### config.mk
export PLATFORM = sky130hd
export DESIGN_NAME = mc_control_fsm
export DESIGN_NICKNAME = d
export VERILOG_FILES = /design/src/rtl/mc_control_fsm.sv
export SDC_FILE = /design/constraint.sdc
export NUM_CORES = 1
export LEC_CHECK = 0
export BUFFER_PORTS_ARGS = -buffer_cell sky130_fd_sc_hd__buf_2
export CORE_MARGIN = 5
export CORE_UTILIZATION = 36
export CTS_BUF_LIST = sky130_fd_sc_hd__clkbuf_4 sky130_fd_sc_hd__clkbuf_8
export CTS_CLUSTER_SIZE = 25
export DETAILED_ROUTE_END_ITERATION = 7
export PLACE_DENSITY = 0.87
export SYNTH_ARGS = -nofsm -noshare
export SYNTH_HDL_FRONTEND = slang
export SYNTH_SLANG_ARGS = --single-unit
### constraint.sdc
create_clock -name clk_i -period 1.6 [get_ports clk_i]
set_input_delay 0.32 -clock clk_i [delete_from_list [all_inputs] [get_ports clk_i]]
set_output_delay 0.32 -clock clk_i [all_outputs]
set_load 0.01 [all_outputs]
### src/rtl/mc_control_fsm.sv
// mc_control_fsm: multi-cycle RV32I main controller with req/ready memory handshake.
// Optional performance counters are built when MC_PERF_CNT_EN is defined.
module mc_control_fsm #(
   parameter int CNT_W       = 32,
   parameter int TIMEOUT_CYC = 0
) (
   input  logic             clk_i,
   input  logic             rst_i,
   input  logic [31:0]      instr_i,
   input  logic             mem_ready_i,
   output logic             mem_req_o,
   output logic             mem_we_o,
   output logic             iord_o,
   output logic             ir_write_o,
   output logic             pc_write_o,
   output logic             pc_write_cond_o,
   output logic [1:0]       pc_src_o,
   output logic [1:0]       alu_src_a_o,
   output logic [1:0]       alu_src_b_o,
   output logic [1:0]       alu_op_o,
   output logic             reg_write_o,
   output logic [1:0]       wb_sel_o,
   output logic             illegal_o,
   output logic             mem_err_o,
   output logic [3:0]       state_o,
   output logic [CNT_W-1:0] instr_cnt_o,
   output logic [CNT_W-1:0] cycle_cnt_o
);
   typedef enum logic [3:0] {
      FETCH = 4'd0, DECODE = 4'd1, EXEC_R = 4'd2, EXEC_I = 4'd3,
      ALU_WB = 4'd4, ADDR = 4'd5, MEM_RD = 4'd6, MEM_WB = 4'd7,
      MEM_WR = 4'd8, BRANCH = 4'd9, JAL = 4'd10, JALR = 4'd11
   } state_t;
   localparam int WW = (TIMEOUT_CYC > 0) ? $clog2(TIMEOUT_CYC + 1) : 1;
   state_t        state_q, state_d;
   logic [WW-1:0] wait_q, wait_d;
   logic          tmo;
   logic [6:0]    opcode;
   assign opcode = instr_i[6:0];
   assign tmo = (TIMEOUT_CYC != 0) && (wait_q == WW'(TIMEOUT_CYC));
   assign state_o = rst_i ? 4'd0 : state_q;
   always_comb begin
      state_d = state_q;
      mem_req_o = 1'b0;
      mem_we_o = 1'b0;
      iord_o = 1'b0;
      ir_write_o = 1'b0;
      pc_write_o = 1'b0;
      pc_write_cond_o = 1'b0;
      pc_src_o = 2'b00;
      alu_src_a_o = 2'b00;
      alu_src_b_o = 2'b00;
      alu_op_o = 2'b00;
      reg_write_o = 1'b0;
      wb_sel_o = 2'b00;
      illegal_o = 1'b0;
      mem_err_o = 1'b0;
      if (!rst_i) begin
         case (state_q)
            FETCH: begin
               if (tmo) begin
                  mem_err_o = 1'b1;
                  state_d = FETCH;
               end else begin
                  mem_req_o = 1'b1;
                  alu_src_b_o = 2'b10;
                  ir_write_o = mem_ready_i;
                  pc_write_o = mem_ready_i;
                  state_d = mem_ready_i ? DECODE : FETCH;
               end
            end
            DECODE: begin
               alu_src_a_o = 2'b10;
               alu_src_b_o = 2'b01;
               case (opcode)
                  7'b0110011: state_d = EXEC_R;
                  7'b0010011: state_d = EXEC_I;
                  7'b0000011, 7'b0100011: state_d = ADDR;
                  7'b1100011: state_d = BRANCH;
                  7'b1101111: state_d = JAL;
                  7'b1100111: state_d = JALR;
                  default: begin
                     illegal_o = 1'b1;
                     state_d = FETCH;
                  end
               endcase
            end
            EXEC_R: begin
               alu_src_a_o = 2'b01;
               alu_op_o = 2'b10;
               state_d = ALU_WB;
            end
            EXEC_I: begin
               alu_src_a_o = 2'b01;
               alu_src_b_o = 2'b01;
               alu_op_o = 2'b11;
               state_d = ALU_WB;
            end
            ALU_WB: begin
               reg_write_o = 1'b1;
               state_d = FETCH;
            end
            ADDR: begin
               alu_src_a_o = 2'b01;
               alu_src_b_o = 2'b01;
               state_d = (opcode == 7'b0000011) ? MEM_RD : MEM_WR;
            end
            MEM_RD: begin
               if (tmo) begin
                  mem_err_o = 1'b1;
                  state_d = FETCH;
               end else begin
                  mem_req_o = 1'b1;
                  iord_o = 1'b1;
                  state_d = mem_ready_i ? MEM_WB : MEM_RD;
               end
            end
            MEM_WB: begin
               reg_write_o = 1'b1;
               wb_sel_o = 2'b01;
               state_d = FETCH;
            end
            MEM_WR: begin
               if (tmo) begin
                  mem_err_o = 1'b1;
                  state_d = FETCH;
               end else begin
                  mem_req_o = 1'b1;
                  mem_we_o = 1'b1;
                  iord_o = 1'b1;
                  state_d = mem_ready_i ? FETCH : MEM_WR;
               end
            end
            BRANCH: begin
               alu_src_a_o = 2'b01;
               alu_op_o = 2'b01;
               pc_write_cond_o = 1'b1;
               pc_src_o = 2'b01;
               state_d = FETCH;
            end
            JAL: begin
               pc_write_o = 1'b1;
               pc_src_o = 2'b01;
               reg_write_o = 1'b1;
               wb_sel_o = 2'b10;
               state_d = FETCH;
            end
            JALR: begin
               alu_src_a_o = 2'b01;
               alu_src_b_o = 2'b01;
               pc_write_o = 1'b1;
               reg_write_o = 1'b1;
               wb_sel_o = 2'b10;
               state_d = FETCH;
            end
            default: state_d = FETCH;
         endcase
      end
   end
   // Wait counter runs only while a request is outstanding, so any non-request cycle clears it.
   assign wait_d = (TIMEOUT_CYC != 0 && mem_req_o && !mem_ready_i) ? wait_q + 1'b1 : '0;
   always_ff @(posedge clk_i) begin
      if (rst_i) begin
         state_q <= FETCH;
         wait_q <= '0;
      end else begin
         state_q <= state_d;
         wait_q <= wait_d;
      end
   end
`ifdef MC_PERF_CNT_EN
   logic [CNT_W-1:0] instr_cnt_q, instr_cnt_d, cycle_cnt_q, cycle_cnt_d;
   logic             retire;
   // A timed-out MEM_WR drops req, which keeps it from counting as retired.
   assign retire = (state_d == FETCH) &&
                   ((state_q inside {ALU_WB, MEM_WB, BRANCH, JAL, JALR, DECODE}) ||
                    (state_q == MEM_WR && mem_req_o));
   assign instr_cnt_d = instr_cnt_q + (retire ? CNT_W'(1) : CNT_W'(0));
   assign cycle_cnt_d = cycle_cnt_q + CNT_W'(1);
   always_ff @(posedge clk_i) begin
      if (rst_i) begin
         instr_cnt_q <= '0;
         cycle_cnt_q <= '0;
      end else begin
         instr_cnt_q <= instr_cnt_d;
         cycle_cnt_q <= cycle_cnt_d;
      end
   end
   assign instr_cnt_o = rst_i ? '0 : instr_cnt_q;
   assign cycle_cnt_o = rst_i ? '0 : cycle_cnt_q;
`else
   assign instr_cnt_o = '0;
   assign cycle_cnt_o = '0;
`endif
endmodule

==> summary.md <==
| Metric | Value |
|---|---|
| Max Freq | `0.6100 GHz` |
| Detail Placement HPWL | `1.946 mm` |
| Max Cap Viol | `0` |
| Clock Tree Root | `clkbuf_4` |
| IO Pins | `approximately 120` |
| R2r setup slk | `approximately 0.25 ns` |
| Pleak | `a little over 0.0007 uW` |
| DR top layer | `met4` |
| Port Buf Inserts | `30` |
| Required time worst endpoint | `around 1.3 ns` |
| Sequential fraction of the synthesis area | `0.07159` |
| Largest net degree at the start of global routing | `12` |
| Sw Share | `0.4418` |
| Power Internal | `between 200 and 250 uW` |
| # diodes | `0` |
| Hold_ws | `between 0.3 and 0.4 ns` |
| Hold Vio Cnt, Final | `0` |
| # rows | `20` |
| Most frequent cells in the layout | `conb_1 (66), buf_2 (30), buf_4 (10)` |
| Hold path cells | `2` |
| Crit-path max FO | `6` |
| DR vias | `973` |
| Biggest regs | `state_q x4` |
| Post-synth ARST share | `0` |
| Via density | `a little over 4` |
| DR WL met2 | `around 1.3 mm` |
| Reg2reg end | `state_q[1]$_SDFF_PP0_` |
| Tcrit/Tclk final | `1.025` |
| Post-DP Area | `~0.0011 mm2` |
| Bufs on Longest Clock Path | `2` |
| Worst Min Path Start | `instr_i[3]` |
| Die H | `approximately 66 um` |
| Min Clock Period, post-route | `~1.6 ns` |
| Post-Place Worst Slack | `approximately 0.088 ns` |
| Wirelength, routed | `roughly 2.6 mm` |
| Dpl cells | `232` |
| Commonest non-fill, non-tap cell in the layout | `conb_1` |
| CP Class | `reg -> out` |
| CP startpoint kind | `flip-flop` |
| Clk pwr share | `0.316` |
| Final Skew | `about 0.0031 ns` |
| Congestion Overflow GR | `0` |
| Non-Filler Instances | `240` |
| Average size of a mapped cell | `7.217 um2` |
| P per Cell Area | `around 320 mW/mm2` |
| First-pass GRT wire length | `between 3 and 4 mm` |
| Crit. End Element | `primary output` |
| Setup slack after layout | `-0.03926 ns` |
| Gate power share | `0.440` |
| Routed length on met3 | `between 200 and 300 um` |
| Family with the most delay on the worst path | `flip-flops` |
| Clock buffer count from CTS | `3` |
| CTS H-tree lvls | `1` |
| Slowest cell delay on critical path | `~0.4 ns` |
| Mapped cell area | `~0.0011 mm2` |
| Clock Latency Late Sink | `~0.24 ns` |
| Setup Viol. Count Final | `2` |
| Layout cells sized above 1 | `0.3418` |
| CP bufs+invs | `2` |
| Status | `finished with violations` |
| Post-Layout Inst Area | `about 0.0013 mm2` |
| CTS tree | `done` |
| CP cell instances | `buf_4 > nand2b_4 > nor2_1 > or2_1 > buf_2` |
| Clock sink count | `4` |
| GR Util All Layers | `0.09986` |
| VDD IR max | `between 0.1 and 0.15 mV` |
| Max reg flops | `4` |
| Top_reg_cell synth | `dfxtp_1` |
| Worst path arrival time | `about 1.3 ns` |
| Worst reg2reg path depth | `5` |
| RR Startpoint | `state_q[2]$_SDFF_PP0_` |
| Via count of the first global-routing pass | `~800` |
| Cells after synthesis | `between 150 and 200` |
| Drt pass-1 iters | `4` |
| Drt drc | `0` |
| Hold buffers post-CTS | `0` |
| Cell variety after synth | `40` |
| Hold crit path type | `in -> reg` |
| Post-synth EDFFs | `0` |
| Largest register by flop count | `state_q` |
| DRT met1 WL | `1.005 mm` |
| Clock-pin slew on the worst setup and hold paths | `about 0.040 ns` |
| Initial DRC count | `18` |
| YS warnings | `0` |
| Max Transition Viols Final | `0` |
| RSZ-0062 raised after global routing | `yes` |
| Hold Path End | `state_q[0]$_SDFF_PP0_` |
| Nets | `~230` |
| Starting Density | `0.3694` |
| Sequential Power Share | `0.244` |
| Wire length per cell | `approximately 11 um` |
| Final ANT Viol Nets | `0` |
| Core Area | `about 0.0030 mm2` |
| Setup_tns | `-0.04363 ns` |
| Fillers | `between 300 and 400` |
| Die X | `around 66 um` |
| Die Area | `between 0.004 and 0.005 mm2` |
| Synth Register Bits | `4` |
| NetSw | `183.6 uW` |
| Area Growth Syn to Fin | `15.32%` |
| Failing checks | `negative setup slack` |
| Initial antenna violation count | `0` |
| Placer congestion estimate | `0.8211` |
| CP max-delay cell | `dfxtp_4` |
-- synthesized netlist by cell type (3+ instances only) --
cell type | n | area share
nor2_1 | 4 | 0.013
nor2b_1 | 7 | 0.039
nand2b_1 | 4 | 0.022
inv_1 | 5 | 0.017
nor3_1 | 6 | 0.027
dfxtp_1 | 4 | 0.072
nand2_1 | 6 | 0.020
buf_2 | 4 | 0.018
nor3b_1 | 3 | 0.020
a31oi_1 | 3 | 0.017
xnor2_1 | 3 | 0.023
buf_4 | 67 | 0.45
-- cell type report --
| cell class | count | area (um2) | area share |
|---|---|---|---|
| Clock buffer | 3 | 22.52 | 0.01746 |
| Inverter | 5 | 18.77 | 0.01455 |
| Multi-Input combinational cell | 138 | 808.3 | 0.6266 |
| Sequential cell | 4 | 92.59 | 0.07177 |
| Tap cell | 44 | 55.05 | 0.04268 |
| Timing Repair Buffer | 46 | 292.8 | 0.2270 |
-- power groups by stage --
| stage | Sequential, uW | Clock, uW | Combinational (uW) |
|---|---|---|---|
| after floorplan | 106 | 0 | 242 |
| after global placement | 107 | 0 | 164 |
| after detailed placement | 107 | 0 | 167 |
| after CTS | 101 | 137 | 171 |
| after global routing | 102 | 139 | 201 |
| final | 101 | 131 | 183 |
-- routing by layer --
metal,global-route usage,vias up
li1,-,477
met1,0.1314,435
met2,0.1527,58
met3,0.01197,3
met4,0.06218,0
met5,0,-
-- cell families (layout without fill, tap and decap cells) --
| group | Yosys count | in the layout | synth area share |
|---|---|---|---|
| buffers and inverters | 78 | 54 | 0.4910 |
| and+or+nand+nor | 49 | 49 | 0.2774 |
| AOI/OAI and AO/OA | 18 | 18 | 0.1152 |
| DFF | 4 | 4 | 0.07159 |
| xor gates and xnor gates | 3 | 3 | 0.02349 |
| muxes | 2 | 2 | 0.01790 |
| other | 1 | 66 | 0.003352 |
-- worst register-to-register path, delay by kind of cell (launching register included) --
family                 cells  cell delay, ns
AO/OA/AOI/OAI              3            0.63
flip-flops                 1            0.37
buffers and inverters      2            0.26
-- metrics by stage --
step           power [uW]    util
2_1_floorplan       347.4       -
3_3_place_gp        270.8  0.3698
3_5_place_dp        273.5  0.3698
4_1_cts             408.7  0.3988
5_1_grt             441.5  0.4260
6_report            415.5  0.4260
-- worst max-delay path by stage --
stage | startpoint | cells after the start | to
2_1_floorplan | state_q[1]$_SDFF_PP0_ | 4 | mem_req_o
3_5_place_dp | rst_i | 5 | illegal_o
5_1_grt | state_q[2]$_SDFF_PP0_ | 5 | alu_src_a_o[0]
4_1_cts | state_q[2]$_SDFF_PP0_ | 5 | alu_src_a_o[0]
3_3_place_gp | rst_i | 5 | illegal_o
6_report | state_q[2]$_SDFF_PP0_ | 5 | pc_write_o
-- repair_timing --
item,in CTS,in global routing
pin swaps,2,4
gates cloned,0,0
buffers inserted,2,3
endpoints found under the setup margin,9,9
gates resized for setup,14,14
No activity file was read; power rests on OpenSTA's default activity.
